### src/rtl/scan_pkg.sv
// Shared types and helpers for the polygon laser-scanner engine.
package scan_pkg;

  typedef enum logic [2:0] {
    IDLE,
    SPINUP,
    ACQUIRE,
    PRE,
    EXPOSE,
    GAP,
    WINDOW
  } scan_state_e;

  // Lane that carries the photodiode sync beam.
  localparam int SYNC_LANE = 0;

  function automatic int cnt_width(input int a, input int b, input int c);
    int m;
    m = a;
    if (b > m) m = b;
    if (c > m) m = c;
    return (m > 1) ? $clog2(m) : 1;
  endfunction

endpackage

### src/rtl/pd_sync.sv
// Two-flop synchronizer with a registered falling-edge pulse for asynchronous pins.
module pd_sync (
  input  logic clock,
  input  logic reset,
  input  logic pin,
  output logic fall
);

  logic s1, s2, s3;

  // Flops reset high so an idle-high pin never produces a spurious edge.
  always_ff @(posedge clock or negedge reset) begin
    if (!reset) begin
      s1   <= 1'b1;
      s2   <= 1'b1;
      s3   <= 1'b1;
      fall <= 1'b0;
    end else begin
      s1   <= pin;
      s2   <= s1;
      s3   <= s2;
      fall <= s3 & ~s2;
    end
  end

endmodule

### src/rtl/laserscan_engine.sv
// Polygon laser-scanner engine: motor clock, facet sync lock and per-facet
// exposure streaming to LANES laser outputs.
module laserscan_engine
  import scan_pkg::*;
#(
  parameter int POLY_HALF_PERIOD = 4000,
  parameter int FACETS           = 4,
  parameter int FACET_TICKS      = 200000,
  parameter int JITTER_TICKS     = 1000,
  parameter int SPINUP_TICKS     = 2000000,
  parameter int SYNC_START       = 2000,
  parameter int BITS_PER_LINE    = 8000,
  parameter int TICKS_PER_BIT    = 20,
  parameter int LANES            = 1
) (
  input  logic                                          clock,
  input  logic                                          reset,
  input  logic                                          start,
  input  logic                                          photodiodepin,
  output logic                                          polypin,
  output logic [LANES-1:0]                              laserpin,
  input  logic [LANES-1:0]                              s_data,
  input  logic                                          s_valid,
  output logic                                          s_ready,
  output logic [((FACETS > 1) ? $clog2(FACETS) : 1)-1:0] facet,
  output logic                                          line_done,
  output logic                                          err_sync,
  output logic                                          err_underrun,
  output scan_state_e                                   dbg_state
);

  localparam int FACET_W = (FACETS > 1) ? $clog2(FACETS) : 1;
  localparam int CNT_W   = cnt_width(SPINUP_TICKS, FACET_TICKS + JITTER_TICKS, BITS_PER_LINE);
  localparam int PH_W    = (POLY_HALF_PERIOD > 1) ? $clog2(POLY_HALF_PERIOD) : 1;
  localparam int TPB_W   = (TICKS_PER_BIT > 1) ? $clog2(TICKS_PER_BIT) : 1;

  localparam logic [CNT_W-1:0]   SPIN_LAST  = CNT_W'(SPINUP_TICKS - 1);
  localparam logic [CNT_W-1:0]   PRE_LAST   = CNT_W'(SYNC_START - 1);
  localparam logic [CNT_W-1:0]   BIT_LAST   = CNT_W'(BITS_PER_LINE - 1);
  localparam logic [CNT_W-1:0]   GAP_LAST   = CNT_W'(FACET_TICKS - JITTER_TICKS - 1);
  localparam logic [CNT_W-1:0]   WIN_LAST   = CNT_W'(FACET_TICKS + JITTER_TICKS - 1);
  localparam logic [PH_W-1:0]    PH_LAST    = PH_W'(POLY_HALF_PERIOD - 1);
  localparam logic [TPB_W-1:0]   TPB_LAST   = TPB_W'(TICKS_PER_BIT - 1);
  localparam logic [FACET_W-1:0] FACET_LAST = FACET_W'(FACETS - 1);
  localparam logic [LANES-1:0]   SYNC_MASK  = LANES'(1) << SYNC_LANE;

  if (SYNC_START + BITS_PER_LINE * TICKS_PER_BIT >= FACET_TICKS - JITTER_TICKS) begin : g_bad_timing
    $fatal(1, "laserscan_engine: exposure does not fit before the sync window opens");
  end

  scan_state_e        state, state_next;
  logic               hit;
  logic [CNT_W-1:0]   tmr;
  logic [CNT_W-1:0]   since;
  logic [CNT_W-1:0]   bcnt;
  logic [TPB_W-1:0]   tcnt;
  logic [PH_W-1:0]    pcnt;
  logic [LANES-1:0]   word_q;
  logic               enter_run;

  pd_sync u_pd_sync (
    .clock (clock),
    .reset (reset),
    .pin   (photodiodepin),
    .fall  (hit)
  );

  assign dbg_state = state;
  assign enter_run = (state == IDLE) && (state_next == SPINUP);

  always_ff @(posedge clock or negedge reset) begin
    if (!reset) state <= IDLE;
    else        state <= state_next;
  end

  always_comb begin
    state_next = state;
    case (state)
      IDLE:    if (start) state_next = SPINUP;
      SPINUP:  if (tmr == SPIN_LAST) state_next = ACQUIRE;
      ACQUIRE: begin
        if (hit)                    state_next = PRE;
        else if (tmr == SPIN_LAST)  state_next = SPINUP;
      end
      PRE:     if (tmr == PRE_LAST) state_next = EXPOSE;
      EXPOSE:  if (tcnt == TPB_LAST && bcnt == BIT_LAST) state_next = GAP;
      GAP:     if (since >= GAP_LAST) state_next = WINDOW;
      WINDOW: begin
        if (hit)                    state_next = PRE;
        else if (since >= WIN_LAST) state_next = ACQUIRE;
      end
      default: state_next = IDLE;
    endcase
    if (!start) state_next = IDLE;
  end

  // Stream handshake: a word transfers on a clock edge where s_valid && s_ready.
  // s_ready depends only on the engine timing, never on s_valid; a missing word
  // at a bit boundary is still consumed as a dark bit and flagged.
  always_comb begin
    s_ready  = 1'b0;
    laserpin = '0;
    case (state)
      ACQUIRE, WINDOW: laserpin = SYNC_MASK;
      PRE:             s_ready  = start && (tmr == PRE_LAST);
      EXPOSE: begin
        laserpin = word_q;
        s_ready  = start && (tcnt == TPB_LAST) && (bcnt != BIT_LAST);
      end
      default: ;
    endcase
  end

  always_ff @(posedge clock or negedge reset) begin
    if (!reset) begin
      tmr   <= '0;
      since <= '0;
      facet <= '0;
    end else begin
      if (state_next != state) tmr <= '0;
      else if (tmr != '1)      tmr <= tmr + CNT_W'(1);
      // Saturating count so a lost polygon never wraps into a false window.
      if (state_next == PRE && state != PRE) since <= '0;
      else if (since != '1)                  since <= since + CNT_W'(1);
      if (state_next == PRE && state == ACQUIRE)     facet <= '0;
      else if (state_next == PRE && state == WINDOW) facet <= (facet == FACET_LAST) ? '0 : facet + FACET_W'(1);
    end
  end

  always_ff @(posedge clock or negedge reset) begin
    if (!reset) begin
      word_q <= '0;
      tcnt   <= '0;
      bcnt   <= '0;
    end else if (s_ready) begin
      word_q <= s_valid ? s_data : '0;
      tcnt   <= '0;
      bcnt   <= (state == PRE) ? '0 : bcnt + CNT_W'(1);
    end else if (state == EXPOSE) begin
      tcnt   <= tcnt + TPB_W'(1);
    end
  end

  always_ff @(posedge clock or negedge reset) begin
    if (!reset) begin
      line_done    <= 1'b0;
      err_sync     <= 1'b0;
      err_underrun <= 1'b0;
    end else begin
      line_done <= (state == EXPOSE) && (state_next == GAP);
      if (enter_run) begin
        err_sync     <= 1'b0;
        err_underrun <= 1'b0;
      end else begin
        if (s_ready && !s_valid) err_underrun <= 1'b1;
        if ((hit && state != ACQUIRE && state != WINDOW) ||
            (!hit && state == ACQUIRE && tmr == SPIN_LAST) ||
            (!hit && state == WINDOW && since >= WIN_LAST))
          err_sync <= 1'b1;
      end
    end
  end

  // Motor clock keeps its phase through every running state change.
  always_ff @(posedge clock or negedge reset) begin
    if (!reset) begin
      pcnt    <= '0;
      polypin <= 1'b0;
    end else if (state_next == IDLE) begin
      pcnt    <= '0;
      polypin <= 1'b0;
    end else if (state != IDLE) begin
      if (pcnt == PH_LAST) begin
        pcnt    <= '0;
        polypin <= ~polypin;
      end else begin
        pcnt <= pcnt + PH_W'(1);
      end
    end
  end

endmodule
### config.mk
export PLATFORM = sky130hd
export DESIGN_NAME = laserscan_engine
export DESIGN_NICKNAME = d
export VERILOG_FILES = /design/src/rtl/scan_pkg.sv /design/src/rtl/pd_sync.sv /design/src/rtl/laserscan_engine.sv
export SDC_FILE = /design/constraint.sdc
export NUM_CORES = 1
export LEC_CHECK = 0
export ABC_AREA = 0
export CORE_UTILIZATION = 55
export CTS_BUF_LIST = sky130_fd_sc_hd__clkbuf_2 sky130_fd_sc_hd__clkbuf_4 sky130_fd_sc_hd__clkbuf_8
export CTS_CLUSTER_DIAMETER = 60
export DETAILED_ROUTE_END_ITERATION = 8
export GPL_ROUTABILITY_DRIVEN = 0
export PLACE_DENSITY = 0.83
export REMOVE_ABC_BUFFERS = 1
export SLEW_MARGIN = 10
export SYNTH_ARGS = -nofsm -noshare
export SYNTH_HDL_FRONTEND = slang
export SYNTH_SLANG_ARGS = --single-unit
### constraint.sdc
create_clock -name clock -period 2.6 [get_ports clock]
set_clock_uncertainty 0.05 [all_clocks]
set_input_delay 0.52 -clock clock [delete_from_list [all_inputs] [get_ports clock]]
set_output_delay 0.52 -clock clock [all_outputs]
set_load 0.005 [all_outputs]
==> results of run 1 <==
report_power, final:
| part | internal, mW | leakage (nW) | total [mW] | switching, mW |
|---|---|---|---|---|
| Sequential | 1.50 | 1.16 | 1.53 | 0.0283 |
| Combinational | 0.107 | 1.39 | 0.238 | 0.131 |
| Clock | 0.363 | 0.0785 | 0.892 | 0.529 |
worst register-to-register path, delay by kind of cell (launching register included):
family	cells	cell delay [ns]
AND/OR/NAND/NOR	5	1.76
flip-flops	1	0.41
AO/OA/AOI/OAI	1	0.22
buffers and inverters	1	0.20
XOR/XNOR	1	0.17
layout by cell type, fill, tap and decap left out, types with 11 or more instances in the layout:
cell / instances
xor2_1: 34
and3_1: 14
nand2_1: 49
nand3_1: 34
clkdlybuf4s50_1: 14
dfrtp_1: 91
nor2_1: 93
nand4_1: 29
a21oi_1: 11
xnor2_1: 20
nor3_1: 13
buf_4: 69
inv_1: 12
o21ai_0: 23
sequential cells by signal, summed over array words and instances, names as in the netlist:
signal and cells:
facet 2, pcnt 12, bcnt 21, word_q 1, u_pd_sync.s2 1, tcnt 5, err_sync 1, u_pd_sync.s3 1
since 21, u_pd_sync.fall 1, u_pd_sync.s1 1, line_done 1, err_underrun 1, polypin 1, tmr 21, dbg_state 3
logic make-up after synthesis:
family	after synthesis	share of synthesized area, %
mux	4	0.833
xor+xnor	55	9.72
compound gates	70	9.16
flops	94	47.5
buf+inv	32	2.75
fa+ha+maj	6	1.51
simple gates	282	28.5
how the worst max path moves through the flow:
stage                         from              endpoint  slack [ns]  cells after the start
6_report       tmr[20]$_DFFE_PN0P_               s_ready       -0.49                      6
3_3_place_gp    tmr[5]$_DFFE_PN0P_               s_ready       -0.42                      6
3_5_place_dp    tmr[5]$_DFFE_PN0P_               s_ready       -0.49                      6
4_1_cts        tmr[20]$_DFFE_PN0P_               s_ready       -0.56                      6
2_1_floorplan   tmr[5]$_DFFE_PN0P_  bcnt[10]$_DFFE_PN0P_       -0.26                      5
5_1_grt        tmr[20]$_DFFE_PN0P_               s_ready       -0.54                      6
what timing repair did:
action	4_1_cts	5_1_grt
gates resized for setup	36	5
endpoints found under the setup margin	46	53
pin swaps	11	5
gates cloned	0	0
buffers inserted	10	1
per-layer routing:
layer | vias to the layer above | global-route usage (%) | routed length (um)
li1 | 2084 | - | -
met1 | 2135 | 33.2 | 4960
met2 | 142 | 43.3 | 5730
met3 | 38 | 6.00 | 537
met4 | 0 | 11.1 | 330
met5 | - | 0 | 0
cell type report:
type / instances / area [um2]
Sequential cell: 94 / 2360
Clock buffer: 10 / 131
Timing Repair Buffer: 93 / 788
Clock inverter: 6 / 47.5
Tap cell: 108 / 135
Inverter: 13 / 51.3
Fill cell: 605 / 2660
Multi-Input combinational cell: 417 / 2560
==> metrics.yaml, run 1 <==
outcome:
  status: "complete, but fails checks"
  violations: "setup timing"
setup_path:
  max_stage_delay_ns: 0.54
  endpoint_kind: "primary output"
  cp_cell_sequence: "or4_4 > or4b_4 > or3_4 > a21o_4 > inv_4 > buf_6"
  cp.buffers_inverters: 2
  critPathLaunchType: "flop"
  cp.required_ns: 2.03
  r2r_start: "tmr[20]$_DFFE_PN0P_"
  r2r-end: "bcnt[20]$_DFFE_PN0P_"
  r2r_slack_ns: -0.32
  timing_worst_setup_path_type: "reg2out"
  slowest_stage: "or4_4"
  crit_family: "simple AND/OR/NAND/NOR gates"
  cp_max_fo: 2
  cp.arrival_ns: 2.52
  reg2reg_depth: 8
sta:
  fmax_ghz: 0.324
  worst_slew_pin_slew_ns: 1.11
  period_minus_slack_ns: 3.09
  tns_ns: -9.53
  finalCritPeriodShare_pct: 119
  finalHoldViolations: 0
  rsz0062_at_grt: "true"
  final_max_slew_viol_count: 0
  finalSetupViolations: 52
  slew_headroom_pct: 25.9
  whs_ns: 0.0805
  setup_slack_ns: -0.487
synth:
  synth_top_area_share_pct: 45.9
  synth_seq_area_share_pct: 47.5
  synthFlopType: "dfrtp_1"
  synth_seq_cells: 94
  synth_area_leaders: "dfrtp_1, nor2_1, xor2_1"
  synth_edf_count: 0
  syn_inst: 543
  synth_area_per_cell_um2: 9.13
  async_flop_share_pct: 100
  syn_area_mm2: 0.00496
  yosys-top-cells-count: "nor2_1, dfrtp_1, nand2_1"
  post-synth-top-count-cell: "nor2_1"
  yosys_warnings: 0
  synth_top_cell_by_area: "dfrtp_1"
  synth_cell_types: 58
global_route:
  grt_max_degree: 47
  grt.total_usage_pct: 26.2
  grt_pass1_vias: 4426
  antenna_found_initial: 0
  grt_overflow: 0
  grt_pass1_wl_mm: 20.1
cts:
  path_clk_slew_ns: 0.10
  tritoncts: "built"
  clkLatencyLatePin_ns: 0.37
  cts-root-buf: "clkbuf_8"
  cts_buffers: 9
  cts.sinks: 94
  cts_max_path_buffers: 2
  cts_hold_buf: 0
  cts.htree.levels: 3
die:
  die_area_mm2: 0.00940
  die_w_um: 96.9
  initial_core_util_pct: 56.8
  io_pins: 17
  die_h_um: 96.9
  core-area_mm2: 0.00872
  rows: 34
layout:
  stdcell_area_mm2: 0.00607
  drive_above_1_share_pct: 19.3
  antenna_cells: 0
  layout.nets: 640
  finalNonFillerCells: 741
  area_delta_synth_final_pct: 22.4
  fin_util_pct: 69.6
route:
  first_iter_violations: 425
  drc: 0
  post_drt_via_cell_ratio: 5.94
  dr.pass1.iters: 5
  routed_wirelength_mm: 11.6
  wl_per_cell_um: 15.6
  vias: 4399
  ant_nets: 0
power_and_ir_drop:
  p_total_mw: 2.66
  ir_worst_vdd_mv: 0.405
  powerDensity_mw_per_mm2: 439
  power.leakage_nw: 2.63
worst_hold_path:
  hp-class: "in2async"
run:
  maxCapViolCount: 0
place:
  place.detailed.hpwl_mm: 7.90
  place_area_mm2: 0.00569
  place_ws_ns: -0.487
  dp.cells: 715
  portBuffers: 16
Note: power is estimated with default switching activity, not from simulation.
==> run 2, diff against run 1 <==
- clock period: 2.6 -> 2.8 ns (I/O delays scaled with it)
==> metrics.yaml, run 2 (synthesis gave the netlist of run 1 again) <==
layout:
  area_delta_synth_final_pct: 16.8  # was 22.4%
  finalNonFillerCells: 704  # was 741
  antenna_cells: 0  # unchanged
  final_common_cell: "nor2_1"  # unchanged
  drive_above_1_share_pct: 13.6  # was 19.3%
  mostFrequentLayoutCells: "nor2_1, dfrtp_1, nand2_1"  # was nor2_1, dfrtp_1, buf_4
  reg_top3: "bcnt: 21 flops, since: 21 flops, tmr: 21 flops"  # unchanged
  layout.nets: 603  # was 640
  fin_util_pct: 66.4  # was 69.6%
outcome:
  status: "complete, but fails checks"  # unchanged
  violations: "setup timing"  # unchanged
cts:
  cts-root-buf: "clkbuf_8"  # unchanged
  cts_buffers: 9  # unchanged
  cts_max_path_buffers: 2  # unchanged
  clkLatencyLatePin_ns: 0.37  # about the same
  cts.sinks: 94  # unchanged
  path_clk_slew_ns: 0.10  # about the same
  cts_hold_buf: 0  # unchanged
  cts.htree.levels: 3  # unchanged
  tritoncts: "built"  # unchanged
die:
  core-area_mm2: 0.00872  # unchanged
  die_w_um: 96.9  # unchanged
  rows: 34  # unchanged
  initial_core_util_pct: 56.8  # unchanged
  die_h_um: 96.9  # unchanged
  io_pins: 17  # unchanged
  die_area_mm2: 0.00940  # unchanged
setup_path:
  crit_family: "simple AND/OR/NAND/NOR gates"  # unchanged
  r2r_start: "tmr[20]$_DFFE_PN0P_"  # unchanged
  cp.arrival_ns: 2.49  # was 2.52 ns
  timing_worst_setup_path_type: "reg2out"  # unchanged
  setup.worst_path.start: "tmr[20]$_DFFE_PN0P_"  # unchanged
  r2r-end: "tmr[17]$_DFFE_PN0P_"  # was bcnt[20]$_DFFE_PN0P_
  r2r_slack_ns: -0.13  # was -0.32 ns
  cp_max_fo: 2  # unchanged
  reg2reg_depth: 9  # was 8
  critPathLaunchType: "flop"  # unchanged
  max_stage_delay_ns: 0.53  # was 0.54 ns
  slowest_stage: "or4_4"  # unchanged
  endpoint_kind: "primary output"  # unchanged
  cp_cell_sequence: "or4_4 > or4b_4 > or3_4 > a21o_4 > inv_2 > buf_2"  # was or4_4 > or4b_4 > or3_4 > a21o_4 > inv_4 > buf_6
  cp.required_ns: 2.19  # was 2.03 ns
  cp.buffers_inverters: 2  # unchanged
power_and_ir_drop:
  power.leakage_nw: 2.48  # was 2.63 nW
  ir_worst_vdd_mv: 0.296  # was 0.405 mV
  powerDensity_mw_per_mm2: 469  # was 439 mW/mm2
run:
  maxCapViolCount: 0  # unchanged
global_route:
  grt.total_usage_pct: 24.6  # was 26.2%
  grt_overflow: 0  # unchanged
  antenna_found_initial: 0  # unchanged
  grt_pass1_wl_mm: 19.0  # was 20.1 mm
  grt_pass1_vias: 4107  # was 4426
  grt_max_degree: 48  # was 47
sta:
  fmax_ghz: 0.323
  setup_slack_ns: -0.297  # was -0.487 ns
  rsz0062_at_grt: "true"  # unchanged
  period_minus_slack_ns: 3.10
  finalSetupViolations: 22  # was 52
  slew_headroom_pct: 26.7  # was 25.9%
  worst_slew_pin_slew_ns: 1.10  # was 1.11 ns
  finalHoldViolations: 0  # unchanged
  final_max_slew_viol_count: 0  # unchanged
  finalCritPeriodShare_pct: 111
place:
  place.detailed.hpwl_mm: 7.74  # was 7.90 mm
  portBuffers: 16  # unchanged
  dp.cells: 686  # was 715
route:
  drc: 0  # unchanged
  first_iter_violations: 324  # was 425
  routed_wirelength_mm: 11.1  # was 11.6 mm
  vias: 4285  # was 4399
  wl_per_cell_um: 15.7  # was 15.6 um
  ant_nets: 0  # unchanged
  dr.pass1.iters: 5  # unchanged
  post_drt_via_cell_ratio: 6.09  # was 5.94
worst_hold_path:
  hp-class: "in2async"  # unchanged
-- run 2: how the worst max path moves through the flow --
stage	to	slack, ns	cells after the start
5_1_grt	s_ready	-0.36	6
3_5_place_dp	s_ready	-0.32	6
4_1_cts	s_ready	-0.40	6
6_report	s_ready	-0.30	6
3_3_place_gp	s_ready	-0.27	6
2_1_floorplan	bcnt[10]$_DFFE_PN0P_	-0.06	5
-- run 2: area by class of cell --
cell class / count / area (um2)
Clock inverter: 6 / 111
Inverter: 13 / 48.8
Fill cell: 650 / 2930
Timing Repair Buffer: 56 / 478
Multi-Input combinational cell: 417 / 2530
Tap cell: 108 / 135
Clock buffer: 10 / 131
Sequential cell: 94 / 2360
-- run 2: power breakdown --
group	internal [mW]	total [mW]	switching, mW
Combinational	0.0962	0.220	0.124
Sequential	1.40	1.42	0.0261
Clock	0.603	1.08	0.473
Total	2.10	2.72	0.623
-- run 2: per-stage QoR --
stage	cell area [um2]	setup WS, ns	TNS [ns]	hold WS (ns)	total power, mW
2_1_floorplan	4870	-0.0556	-1.76	0.214	1.54
3_3_place_gp	5470	-0.274	-0.274	0.297	1.65
3_5_place_dp	5470	-0.315	-0.341	0.301	1.67
4_1_cts	5770	-0.403	-1.65	0.164	2.74
5_1_grt	5790	-0.358	-5.20	0.187	2.82
6_report	5790	-0.297	-1.79	0.135	2.72
-- run 2: layer usage --
| layer | share of wire [%] | up-vias | track usage [%] |
|---|---|---|---|
| met5 | 0 | - | 0 |
| met4 | 1.6 | 0 | 9.18 |
| met3 | 3.9 | 23 | 3.54 |
| met2 | 50 | 129 | 42.2 |
| met1 | 44 | 2130 | 31.7 |
| li1 | - | 2003 | - |
-- run 2: worst reg2reg max path: stages (launching register included) --
cell       delay (ns)
dfrtp_1          0.39
or4_4            0.53
or4b_4           0.50
o21ai_0          0.24
o21ai_0          0.18
buf_4            0.17
o211ai_1         0.19
o2111ai_1        0.22
buf_12           0.22
nor2_1           0.15
-- run 2: repair_timing --
item,in CTS,in global routing
endpoints found under the setup margin,20,42
pin swaps,5,2
resized for setup,14,3
setup buffers,1,1
